--- src/rtl/multiplexor_display.sv ---
// ---------------------------------------------------------------------------
// multiplexor_display
//
// Four-digit, time-multiplexed driver for a common-anode seven-segment
// display. Each digit gets one slot of REFRESH_DIV cycles. A slot starts with
// BLANK_CYCLES cycles in which every anode is off, which prevents ghosting,
// and then shows the digit. Codes written with load go into a pending buffer.
// That buffer is copied into the display buffer only at a frame boundary, so
// a single frame never mixes old and new digits.
//
// Optional build macro: LEADING_ZERO_BLANK_EN
//   When defined, digit 3 is shown blank when its stored code is "0". The
//   anode still scans, so the timing is unchanged.
//
// Ports:
//   clk         system clock
//   rst_n       asynchronous reset, active-low
//   seg_in0..3  digit codes, abcdefg (bit6 = a), active-low; digit 0 = rightmost
//   dp_in       decimal-point requests, 1 = lit, bit i -> digit i
//   load        single-cycle strobe that captures seg_in0..3 / dp_in
//   an          anode enables, active-low, bit i -> digit i
//   seg         segment drive, abcdefg, active-low
//   dp_n        decimal-point drive, active-low
//   frame_done  one-cycle pulse as the outputs enter BLANK for digit 0
// ---------------------------------------------------------------------------
module multiplexor_display #(
    parameter int REFRESH_DIV  = 50000,
    parameter int BLANK_CYCLES = 500
) (
    input  logic       clk,
    input  logic       rst_n,
    input  logic [6:0] seg_in0,
    input  logic [6:0] seg_in1,
    input  logic [6:0] seg_in2,
    input  logic [6:0] seg_in3,
    input  logic [3:0] dp_in,
    input  logic       load,
    output logic [3:0] an,
    output logic [6:0] seg,
    output logic       dp_n,
    output logic       frame_done
);

    localparam int CW = (REFRESH_DIV > 2) ? $clog2(REFRESH_DIV) : 1;
    localparam logic [CW-1:0] SLOT_LAST  = CW'(REFRESH_DIV - 1);
    localparam logic [CW-1:0] BLANK_LAST = CW'(BLANK_CYCLES - 1);
    localparam logic [6:0]    SEG_OFF    = 7'b1111111;

    typedef enum logic {BLANK, SHOW} state_t;

    state_t      state, state_d;
    logic [CW-1:0] cnt, cnt_d;
    logic [1:0]  idx, idx_d;
    logic        boundary;

    logic [6:0]  pend_seg [4];
    logic [3:0]  pend_dp;
    logic        pend_valid;
    logic [6:0]  disp_seg [4];
    logic [3:0]  disp_dp;

    logic [3:0]  an_d;
    logic [6:0]  seg_d;
    logic        dp_n_d;

    // Next-state logic. The output drive is decoded from the next state, so
    // the registered outputs line up with the state/counter they describe.
    always_comb begin
        state_d  = state;
        cnt_d    = cnt + CW'(1);
        idx_d    = idx;
        boundary = (cnt == SLOT_LAST) && (idx == 2'd3);
        an_d     = 4'b1111;
        seg_d    = SEG_OFF;
        dp_n_d   = 1'b1;

        case (state)
            BLANK: if (cnt == BLANK_LAST) state_d = SHOW;
            SHOW:  if (cnt == SLOT_LAST) begin
                       state_d = BLANK;
                       idx_d   = idx + 2'd1;
                   end
            default: state_d = BLANK;
        endcase
        if (cnt == SLOT_LAST) cnt_d = '0;

        if (state_d == SHOW) begin
            an_d   = ~(4'b0001 << idx_d);
            seg_d  = disp_seg[idx_d];
            dp_n_d = ~disp_dp[idx_d];
`ifdef LEADING_ZERO_BLANK_EN
            if (idx_d == 2'd3 && disp_seg[3] == 7'b0000001) begin
                seg_d  = SEG_OFF;
                dp_n_d = 1'b1;
            end
`endif
        end
    end

    // Scan state and registered outputs
    always_ff @(posedge clk or negedge rst_n) begin
        if (!rst_n) begin
            state      <= BLANK;
            cnt        <= '0;
            idx        <= 2'd0;
            an         <= 4'b1111;
            seg        <= SEG_OFF;
            dp_n       <= 1'b1;
            frame_done <= 1'b0;
        end else begin
            state      <= state_d;
            cnt        <= cnt_d;
            idx        <= idx_d;
            an         <= an_d;
            seg        <= seg_d;
            dp_n       <= dp_n_d;
            frame_done <= boundary;
        end
    end

    // Double buffer. The boundary copy reads the pending registers as they
    // were before this edge. A load on the same edge therefore waits for the
    // next frame and keeps pend_valid set.
    always_ff @(posedge clk or negedge rst_n) begin
        if (!rst_n) begin
            for (int i = 0; i < 4; i++) begin
                pend_seg[i] <= SEG_OFF;
                disp_seg[i] <= SEG_OFF;
            end
            pend_dp    <= 4'b0000;
            disp_dp    <= 4'b0000;
            pend_valid <= 1'b0;
        end else begin
            if (boundary && pend_valid) begin
                for (int i = 0; i < 4; i++) disp_seg[i] <= pend_seg[i];
                disp_dp    <= pend_dp;
                pend_valid <= 1'b0;
            end
            if (load) begin
                pend_seg[0] <= seg_in0;
                pend_seg[1] <= seg_in1;
                pend_seg[2] <= seg_in2;
                pend_seg[3] <= seg_in3;
                pend_dp     <= dp_in;
                pend_valid  <= 1'b1;
            end
        end
    end

endmodule

--- config.mk ---
export PLATFORM = sky130hd
export DESIGN_NAME = multiplexor_display
export DESIGN_NICKNAME = d
export VERILOG_FILES = /design/src/rtl/multiplexor_display.sv
export SDC_FILE = /design/constraint.sdc
export NUM_CORES = 1
export LEC_CHECK = 0
export BUFFER_PORTS_ARGS = -buffer_cell sky130_fd_sc_hd__buf_2
export CELL_PAD_IN_SITES_DETAIL_PLACEMENT = 1
export CELL_PAD_IN_SITES_GLOBAL_PLACEMENT = 1
export CORE_MARGIN = 10
export CORE_UTILIZATION = 44
export CTS_CLUSTER_SIZE = 10
export DETAILED_ROUTE_END_ITERATION = 10
export GPL_ROUTABILITY_DRIVEN = 0
export PLACE_DENSITY_LB_ADDON = 0.12
export SYNTH_ARGS = -nofsm -noshare
export SYNTH_HDL_FRONTEND = slang
export SYNTH_SLANG_ARGS = --single-unit
--- constraint.sdc ---
create_clock -name clk -period 2.2 [get_ports clk]
set_input_delay 0 -clock clk [delete_from_list [all_inputs] [get_ports clk]]
set_output_delay 0 -clock clk [all_outputs]
set_load 0.02 [all_outputs]
Word-level counts from Yosys, hierarchy flattened:

Cells that the tools add are included.

* register bits after elaboration: 97
* latch bits: 0
* memory bits (writable): 0
* ROM bits: 0
* input port bits: 35
* output and inout bits: 13
* logic and storage cells: 49
* memories kept: 0

* $add $sub $neg: 2
* multiply operators: 0
* div/mod/pow operators: 0
* $lt $le $gt $ge: 2
* equal/unequal tests: 3
* shift-type cells: 1
* mux-type cells: 16
* bitwise gates (word level): 4
* reductions and logical operators: 3

Operator list (number)
* 2-to-1 mux 7 bit: 3
* adder 16 x 1 -> 16 bit (second input constant): 1
* equality test 16 bit (second input constant): 1
* equality test 16 x 9 -> 1 bit (second input constant): 1
* 2-to-1 mux 16 bit: 1
* binary-select mux 7 bit (select 2 bit): 1
* 2-to-1 mux 1 bit: 6
* 2-to-1 mux 2 bit: 2
* 2-to-1 mux 4 bit: 1
* NOT 4 bit: 1
* left shift 1 x 2 -> 4 bit (first input constant): 1
* greater-or-equal comparator 3 bit (second input constant): 1
* less-than comparator 2 x 3 -> 1 bit (second input constant): 1
* NOT 2 -> 3 bit: 1
* adder 2 x 1 -> 2 bit (second input constant): 1
* binary-select mux 1 bit (select 2 bit): 1
* equality test 2 bit (second input constant): 1
* logical AND 1 bit: 2
* NOT 1 bit: 2
* one-hot mux 1 bit (2 select lines): 1
* nonzero test 2 bit: 1

Logic depth before layout (Yosys ltp):

Gate-level depths: netlist (run 1).

* word-level depth: 8
* mapped depth: 7
* mapped depth without buffers: 5

Worst setup path after synthesis (run 1):

Ideal clock, no wire load.

* path type: register to register
* start point: reg cnt[10]
* end point: reg disp_dp[0]
* library setup time: 0.125 ns
* arrival time: 2.156 ns
* required time: 2.075 ns
* slack: -0.081 ns
* stages on the path, launching flop included: 7
* clock period less this slack: 2.281 ns
* cells stage by stage: dfrtp_1 -> or4_4 -> nor4_4 -> and3_1 -> buf_6 -> buf_12 -> mux2_4

* word-level cells in the longest chain between the ends: 3

Ends and longest elaborated chain
* from (decl): line 52 `logic [CW-1:0] cnt, cnt_d;`
* from (signal assigned): line 112 `cnt <= cnt_d;`
* equality test 16 bit: line 72 `boundary = (cnt == SLOT_LAST) && (idx == 2'd3);`
* logical AND 1 bit: line 72
* logical AND 1 bit: line 134 `if (boundary && pend_valid) begin`
* to (signal assigned): line 136 `disp_dp <= pend_dp;`
* to (decl): line 60 `logic [3:0] disp_dp;`

No other way between the ends.
A chain may end at the register's enable or synchronous reset.

Final worst setup path (run 1):

* start point: reg cnt[4]
* end point: reg disp_dp[2]

The elaborated chain is that of the path after synthesis.

==> results of run 1 <==
==> final timing paths <==
| check | end | slack [ns] | cells after the start |
|---|---|---|---|
| worst max register to register | disp_dp[2] | 0.05 | 5 |
| worst min-delay path | disp_dp[3] | 0.16 | 2 |
| worst min register to register | pend_valid | 0.49 | 1 |
| worst max-delay path | disp_dp[2] | 0.05 | 5 |
| min in group clk | pend_valid | 0.27 | 2 |
| max in group asynchronous | disp_seg[7] | 1.33 | 3 |
==> cell usage in the layout, fill, tap and decap left out, types with 5 or more instances in the layout <==
cell           count
dfstp_2           68
buf_2             46
mux2_2            34
dlygate4sd3_1     33
mux2_4            32
dfrtp_1           29
mux2i_1           23
nor2_1            18
buf_4             18
nand2_1           10
clkbuf_8          10
nand4_1            7
xnor2_1            7
nand3_1            6
inv_1              6
xor2_1             5
nor3_1             5
o21ai_0            5
o211ai_1           5
==> metrics by stage <==
stage	setup TNS, ns	utilization	area (um2)
global placement	-0.005711	0.5008	4917
global route	-0.08962	0.5623	5522
detailed placement	-0.05877	0.5008	4917
floorplan	-1.293	-	4453
finish	0	0.5623	5522
CTS	0	0.5554	5454
==> state kept, by name, summed over array words and instances, names as in the netlist, 2 cells and up <==
register,count
idx,2
cnt,16
an,4
disp_dp,4
pend_seg,28
pend_dp,4
seg,7
disp_seg,28
==> cells by family after synthesis <==
logic type                 count (synthesis)  share of synthesized area
AOI/OAI and AO/OA                         18                    0.02641
xor gates and xnor gates                  12                    0.02360
adders and majority gates                  2                   0.005619
buffers and inverters                     24                    0.03372
DFF                                       97                     0.5642
muxes                                     92                     0.2591
and+or+nand+nor                           69                    0.08738
==> worst max-delay path: stages (launching register included) <==
cell and delay [ns]:
dfrtp_1 0.39, or4b_4 0.58, nor4_4 0.28, and3_4 0.32
buf_12 0.17, mux2_4 0.30
==> metal layers <==
metal | up-vias | wire, um | global-route usage
met4 | 0 | 155 | 0.05807
met2 | 48 | 4908 | 0.2336
met3 | 13 | 328 | 0.02885
li1 | 1311 | - | -
met5 | - | 0 | 0
met1 | 1404 | 4338 | 0.1719
==> layout make-up <==
class | count | area share
antenna | 1 | 0.0004532
sequential | 97 | 0.4550
multi-input combinational | 193 | 0.3283
timing repair buffer | 102 | 0.1459
clock inverter | 5 | 0.006571
inverter | 6 | 0.004079
clock buffer | 11 | 0.02946
tap | 133 | 0.03014
==> report_power, final <==
group	switching, W	internal [W]
clock	0.000638	0.000513
sequential	0.0000336	0.00188
combinational	0.0000759	0.000117
==> timing repair <==
item                                    CTS  global route
cloned                                    0             2
endpoints found under the hold margin    68             0
pin swaps                                 0             4
gates resized for setup                   2             2
hold buffers                             33             0
endpoints found under the setup margin    5             7
setup buffers                             0             1
==> results_dict.tcl, run 1 <==
set metrics [dict create \
    drive_gt1_frac 0.5628 \
    critPathRequiredTime_ns 2.46 \
    avgSynthCellArea_um2 14.18 \
    cts_tree "built" \
    first_global_vias 3067 \
    timing.final.ws_setup_ns 0.04773 \
    syn_area_mm2 0.004453 \
    grt_max_degree 62 \
    drtPass1Iterations 4 \
    post_drt_via_cell_ratio 5.066 \
    dp_cells 495 \
    start_util 0.4535 \
    outcome "complete, no violations" \
    crit_type "flop to flop" \
    synth.top_cells.by_count "dfstp_2, mux2_2, mux2_4, dfrtp_1, mux2i_1" \
    antenna_left 0 \
    grt_pass1_wl_um 16330 \
    worstPathMaxFanout 9 \
    rows 36 \
    clkLatencyLatePin_ns 0.37 \
    clockRootBuffer "clkbuf_8" \
    die_area_mm2 0.01454 \
    synth_edf_count 0 \
    ys_seq_elements 97 \
    leakage_nw 2.230 \
    cts.reportedPaths.clkPinSlew_ns 0.10 \
    start_kind "flop" \
    cts_max_path_buffers 2 \
    drc_errors 0 \
    synth_cells 314 \
    rr_startpoint "cnt[4]" \
    whs_ns 0.1602 \
    hold_viol_final 0 \
    drtIter0Drc 124 \
    num_vias 2776 \
    place_hpwl_um 6490 \
    drv_cap 0 \
    grt_usage 0.1398 \
    synth_flop_cell "dfstp_2" \
    vdd_drop_max_mv 0.2818 \
    multiInputGateArea_mm2 0.001813 \
    clock_sinks 97 \
    timing.final.crit_share 0.9783 \
    grt_overflow_total 0 \
    fin_worst_skew_ns 0.01032 \
    powerDensity_mw_per_mm2 590.8 \
    power_w 0.003262 \
    synth_top_cell_by_area "dfstp_2" \
    end_kind "flop" \
    min_period_ns 2.152 \
    yosysMostFrequentCell "dfstp_2" \
    seq_area_mm2 0.002512 \
    final_nets 446 \
    nFillCells 998 \
    finalSetupViolCount 0 \
    wl_per_cell_um 17.76 \
    ios 48 \
    synth_cell_types 39 \
    synth_seq_area_share 0.5642 \
    post-place-ws_ns -0.04898 \
    die_w_um 120.6 \
    area_growth_pct 24.00 \
    relSlewSlack 0.5023 \
    syn-num-nets 351 \
    die_y_um 120.6 \
    cp_data_arrival_time_ns 2.41 \
    instances_no_fill 548 \
    yosysWarnings 0 \
    rsz0062_at_grt "true" \
    startpoint "cnt[4]" \
    synth.area.top_cells "dfstp_2, dfrtp_1, mux2_4" \
    cts_buffers 9 \
    maxSlewViolCount 0 \
    wl_um 9731 \
    hold_path.class "input port to asynchronous set/reset pin" \
    htreeDepth 3 \
    core_area_mm2 0.009819 \
    tightest_slew_ns 0.7466 \
    synth_top_area_frac 0.4012 \
    io_buffers 47 \
    fmax_ghz 0.4646 \
    synth-async-reset-ratio 1.000 \
    antenna_found_initial 1 \
]
(Power assumes the default switching activity.)
==> run 2: changes to the inputs <==
--- a/config.mk
+++ b/config.mk
@@ -14,6 +14,7 @@
 export DETAILED_ROUTE_END_ITERATION = 10
 export GPL_ROUTABILITY_DRIVEN = 0
 export PLACE_DENSITY_LB_ADDON = 0.12
+export RECOVER_POWER = 100
 export SYNTH_ARGS = -nofsm -noshare
 export SYNTH_HDL_FRONTEND = slang
 export SYNTH_SLANG_ARGS = --single-unit
==> results_dict.tcl, run 2 (synthesis gave the netlist of run 1 again) <==
set metrics [dict create \
    clock_sinks 97 \
    cts_tree "built" \
    power_w 0.003255 \
    ios 48 \
    tightest_slew_ns 1.806 \
    drive_gt1_frac 0.5217 \
    dpl_cell_area_mm2 0.004917 \
    maxSlewViolCount 34 \
    slowest_delay_ns 0.58 \
    grt_max_degree 62 \
    hold_viol_final 0 \
    grt_overflow_total 0 \
    grt_pass1_wl_um 16330 \
    core_area_mm2 0.009819 \
    ff2ff_path_depth 5 \
    final_nets 446 \
    drtIter0Drc 99 \
    first_global_vias 3067 \
    reg2reg_slack_ns 0.05 \
    cpLargestDelayFamily "simple AND/OR/NAND/NOR gates" \
    outcome "finished, violations left" \
    fin_worst_skew_ns 0.01058 \
    powerDensity_mw_per_mm2 593.5 \
    start_kind "flop" \
    largestRegisters "disp_seg: 28 flops, pend_seg: 28 flops, cnt: 16 flops" \
    timing.final.ws_setup_ns 0.05007 \
    vdd_drop_max_mv 0.2818 \
    cts.reportedPaths.clkPinSlew_ns 0.10 \
    die_area_mm2 0.01454 \
    io_buffers 47 \
    grt_usage 0.1398 \
    hold_path.class "input port to asynchronous set/reset pin" \
    rr_startpoint "cnt[4]" \
    crit_slowest_cell "or4b_4" \
    post-place-ws_ns -0.04898 \
    fmax_ghz 0.4651 \
    start_util 0.4535 \
    r2r_end "disp_dp[2]" \
    worstPathMaxFanout 9 \
    antenna_left 0 \
    clkLatencyLatePin_ns 0.36 \
    drtPass1Iterations 4 \
    post_drt_via_cell_ratio 5.078 \
    htreeDepth 3 \
    min_period_ns 2.150 \
    finalSetupViolCount 0 \
    mostFrequentLayoutCell "dfstp_2" \
    cts_max_path_buffers 2 \
    cts_buffers 9 \
    place_hpwl_um 6490 \
    leakage_nw 2.201 \
    rows 36 \
    layout_common_cells "dfstp_2, dlygate4sd3_1, mux2_2, mux2_4, buf_2" \
    whs_ns 0.3103 \
    drv_cap 1 \
    crit_type "flop to flop" \
    drc_errors 0 \
    die_y_um 120.6 \
    antenna_found_initial 1 \
    timing.final.crit_share 0.9772 \
    clockRootBuffer "clkbuf_8" \
    die_w_um 120.6 \
    critPathRequiredTime_ns 2.46 \
    crit_buf_inv 1 \
    fin_setup_tns_ns 0 \
    cp_data_arrival_time_ns 2.41 \
    timing.critical_path.cells "or4b_4 > nor4_4 > and3_4 > buf_12 > mux2_4" \
    num_vias 2783 \
    relSlewSlack -0.2040 \
    wl_per_cell_um 17.68 \
    final_cell_area_mm2 0.005485 \
    failed_checks "capacitance limit, slew limit" \
    end_kind "flop" \
    wl_um 9687 \
    rsz0062_at_grt "true" \
    area_growth_pct 23.18 \
]
## run 2: changes by cell type in the layout (fill, tap and decap cells not counted)
| cell | delta |
|---|---|
| clkbuf_2 | +1 |
| buf_12 | -1 |
| mux2_2 | -2 |
| clkbuf_1 | +15 |
| clkbuf_4 | +1 |
| buf_4 | -2 |
| buf_2 | -14 |
| mux2_1 | +2 |
## run 2: stage by stage
stage | cells | util
after global placement | 495 | 0.5008
after detailed placement | 495 | 0.5008
final | 548 | 0.5586
after floorplan | 314 | -
after global routing | 548 | 0.5586
after CTS | 544 | 0.5554
## run 2: what timing repair did
item,CTS,global route
cloned,0,2
buffers inserted,0,1
pin swaps,0,4
endpoints found under the setup margin,5,7
resized for setup,2,2
endpoints found under the hold margin,68,0
hold buffers,33,0
## run 2: per-layer routing
| layer | global-route usage | up-vias | routed length [um] |
|---|---|---|---|
| met2 | 0.2336 | 41 | 4920 |
| met3 | 0.02885 | 13 | 299 |
| li1 | - | 1311 | - |
| met1 | 0.1719 | 1418 | 4312 |
| met4 | 0.05807 | 0 | 155 |
| met5 | 0 | - | 0 |
## run 2: power breakdown
part	switching, W	total, W	internal [W]	leakage [nW]
Combinational	0.0000749	0.000189	0.000115	1.02
Clock	0.000635	0.00115	0.000513	0.0931
Sequential	0.0000337	0.00192	0.00188	1.09
Total	0.000744	0.00326	0.00251	2.20
## run 2: layout make-up
type,count,area (um2)
Tap cell,133,166.4
Fill cell,1007,4334
Clock buffer,11,162.7
Clock inverter,5,36.28
Timing Repair Buffer,102,769.5
Sequential cell,97,2512
Multi-Input combinational cell,193,1813
Antenna cell,1,2.502
Inverter,6,22.52
## run 2: worst register-to-register path, delay by kind of cell, from the launching register on
kind                   cells  cell delay (ns)
AND/OR/NAND/NOR            3             1.19
flip-flops                 1             0.39
multiplexers               1             0.31
buffers and inverters      1             0.17
## run 2: worst max path at each step
stage	slack [ns]	end	cells after the start	from
CTS	0.02	disp_dp[3]	5	cnt[10]
global placement	-0.006	seg[6]	4	cnt[10]
global route	-0.02	disp_dp[0]	5	cnt[4]
finish	0.05	disp_dp[2]	5	cnt[4]
detailed placement	-0.05	seg[6]	4	cnt[10]
floorplan	-0.08	disp_dp[0]	6	cnt[10]
==> run 3: changes to the inputs <==
==> constraint.sdc (replaced) <==
create_clock -name clk -period 1.8 [get_ports clk]
set_input_delay 0 -clock clk [delete_from_list [all_inputs] [get_ports clk]]
set_output_delay 0 -clock clk [all_outputs]
set_load 0.02 [all_outputs]
==> results_dict.tcl, run 3 (synthesis gave the netlist of run 1 again) <==
set metrics [dict create \
    outcome "finished, violations left" \
    htreeDepth 3 \
    die_w_um 120.6 \
    maxSlewViolCount 0 \
    met2_usage 0.2767 \
    num_vias 2970 \
    drtPass1Iterations 4 \
    min_period_ns 2.181 \
    critPathRequiredTime_ns 2.10 \
    die_area_mm2 0.01454 \
    crit_slowest_cell "or4b_4" \
    whs_ns 0.1655 \
    clkLatencyLatePin_ns 0.37 \
    drv_cap 0 \
    hold_path.startpoint "load" \
    antenna_found_initial 0 \
    grt_overflow_total 0 \
    relSlewSlack 0.4603 \
    worstPathMaxFanout 7 \
    fmax_ghz 0.4584 \
    rows 36 \
    wl_per_cell_um 19.57 \
    met1_usage 0.1796 \
    drc_errors 0 \
    cts_tree "built" \
    core_area_mm2 0.009819 \
    finalSetupViolCount 50 \
    dp_cells 518 \
    powerDensity_mw_per_mm2 694.7 \
    seq_area_mm2 0.002512 \
    top_usage_layer "met2" \
    start_util 0.4535 \
    hold_viol_final 0 \
    fin_setup_tns_ns -15.94 \
    rr_startpoint "cnt[7]" \
    nFillCells 992 \
    use_met3 0.02699 \
    mostFrequentLayoutCell "dfstp_2" \
    start_kind "flop" \
    final_nets 474 \
    rsz0062_at_grt "true" \
    tightest_slew_ns 0.8095 \
    fin_worst_skew_ns 0.01241 \
    die_y_um 120.6 \
    place_hpwl_um 7160 \
    timing.final.ws_setup_ns -0.3813 \
    cts_max_path_buffers 2 \
    startpoint "cnt[7]" \
    largestRegisters "disp_seg: 28 flops, pend_seg: 28 flops, cnt: 16 flops" \
    drive_gt1_frac 0.5792 \
    end_kind "flop" \
    first_global_vias 3371 \
    drtIter0Drc 152 \
    grt_max_degree 35 \
    timing.final.crit_share 1.212 \
    hold_path.class "input port to flop" \
    layout_common_cells "dfstp_2, mux2_4, mux2_2, dlygate4sd3_1, buf_2" \
    vdd_drop_max_mv 0.4287 \
    cpLargestDelayFamily "simple AND/OR/NAND/NOR gates" \
    crit_buf_inv 1 \
    grt_usage 0.1549 \
    ios 48 \
    timing.critical_path.cells "or4b_4 > nor4_4 > and3_4 > buf_6 > mux2_4" \
    clockRootBuffer "clkbuf_8" \
    multiInputGateArea_mm2 0.002021 \
    antenna_left 0 \
    area_growth_pct 33.30 \
    post_drt_via_cell_ratio 5.165 \
    clock_sinks 97 \
    failed_checks "setup timing" \
    cts_buffers 9 \
    grt_pass1_wl_um 17880 \
    diodes 0 \
    cts.reportedPaths.clkPinSlew_ns 0.10 \
    instances_no_fill 575 \
    wl_um 11250 \
    crit_type "flop to flop" \
    slowest_delay_ns 0.59 \
    cp_data_arrival_time_ns 2.49 \
    leakage_nw 2.395 \
    io_buffers 47 \
]
[run 3: changes by cell type in the layout (fill, tap and decap cells not counted), moves of 3 or more]
| cell | previous run | this run |
|---|---|---|
| buf_4 | 16 | 31 |
| dfstp_1 | 0 | 14 |
| dfstp_2 | 68 | 54 |
| buf_6 | 0 | 12 |
| nand2_1 | 10 | 5 |
| mux2i_1 | 23 | 19 |
| mux2i_4 | 0 | 4 |
| o21ai_0 | 5 | 1 |
| clkinv_4 | 0 | 3 |
| clkinvlp_4 | 3 | 0 |
| nand2_2 | 0 | 3 |
| o21ai_2 | 0 | 3 |
[run 3: final cells by class]
cell class	instances	share of cell area
timing repair buffer	130	0.1667
multi-input combinational	193	0.3404
clock buffer	11	0.02740
inverter	6	0.003794
sequential	97	0.4233
clock inverter	5	0.01033
tap	133	0.02804
[run 3: metal layers]
| layer | share of wire | vias up |
|---|---|---|
| li1 | - | 1370 |
| met1 | 0.41 | 1536 |
| met2 | 0.54 | 45 |
| met3 | 0.028 | 19 |
| met4 | 0.023 | 0 |
| met5 | 0 | - |
[run 3: where the power goes]
part	internal [W]	switching [W]	total [W]	leakage, nW
Clock	0.000770	0.000783	0.00155	0.115
Combinational	0.000143	0.0000951	0.000238	1.20
Sequential	0.00229	0.0000412	0.00233	1.08
[run 3: timing repair]
item	in CTS	in global routing
hold buffers	33	0
gates resized for setup	46	16
setup endpoints to repair	50	52
pin swaps	14	8
setup buffers	5	4
hold endpoints to repair	85	0
gates cloned	1	0
[run 3: worst paths after layout]
| kind | endpoint | slack, ns | cells past startpoint |
|---|---|---|---|
| max in group asynchronous | cnt[4] | 0.27 | 3 |
| worst max register to register | disp_seg[8] | -0.38 | 5 |
| min in group asynchronous | idx[0] | 0.27 | 2 |
| worst min register to register | disp_dp[2] | 0.51 | 1 |
| worst max-delay path | disp_seg[8] | -0.38 | 5 |
| worst min-delay path | pend_seg[18] | 0.17 | 2 |
[run 3: per-stage QoR]
step                power [W]  utilization  worst slack [ns]  instance area, um2
floorplan            0.002455            -           -0.4806                4473
global placement     0.002562       0.5192           -0.4005                5099
detailed placement   0.002575       0.5192           -0.4403                5099
CTS                  0.004185       0.5994           -0.3632                5886
global route         0.004306       0.6045           -0.4121                5936
finish               0.004124       0.6045           -0.3813                5936
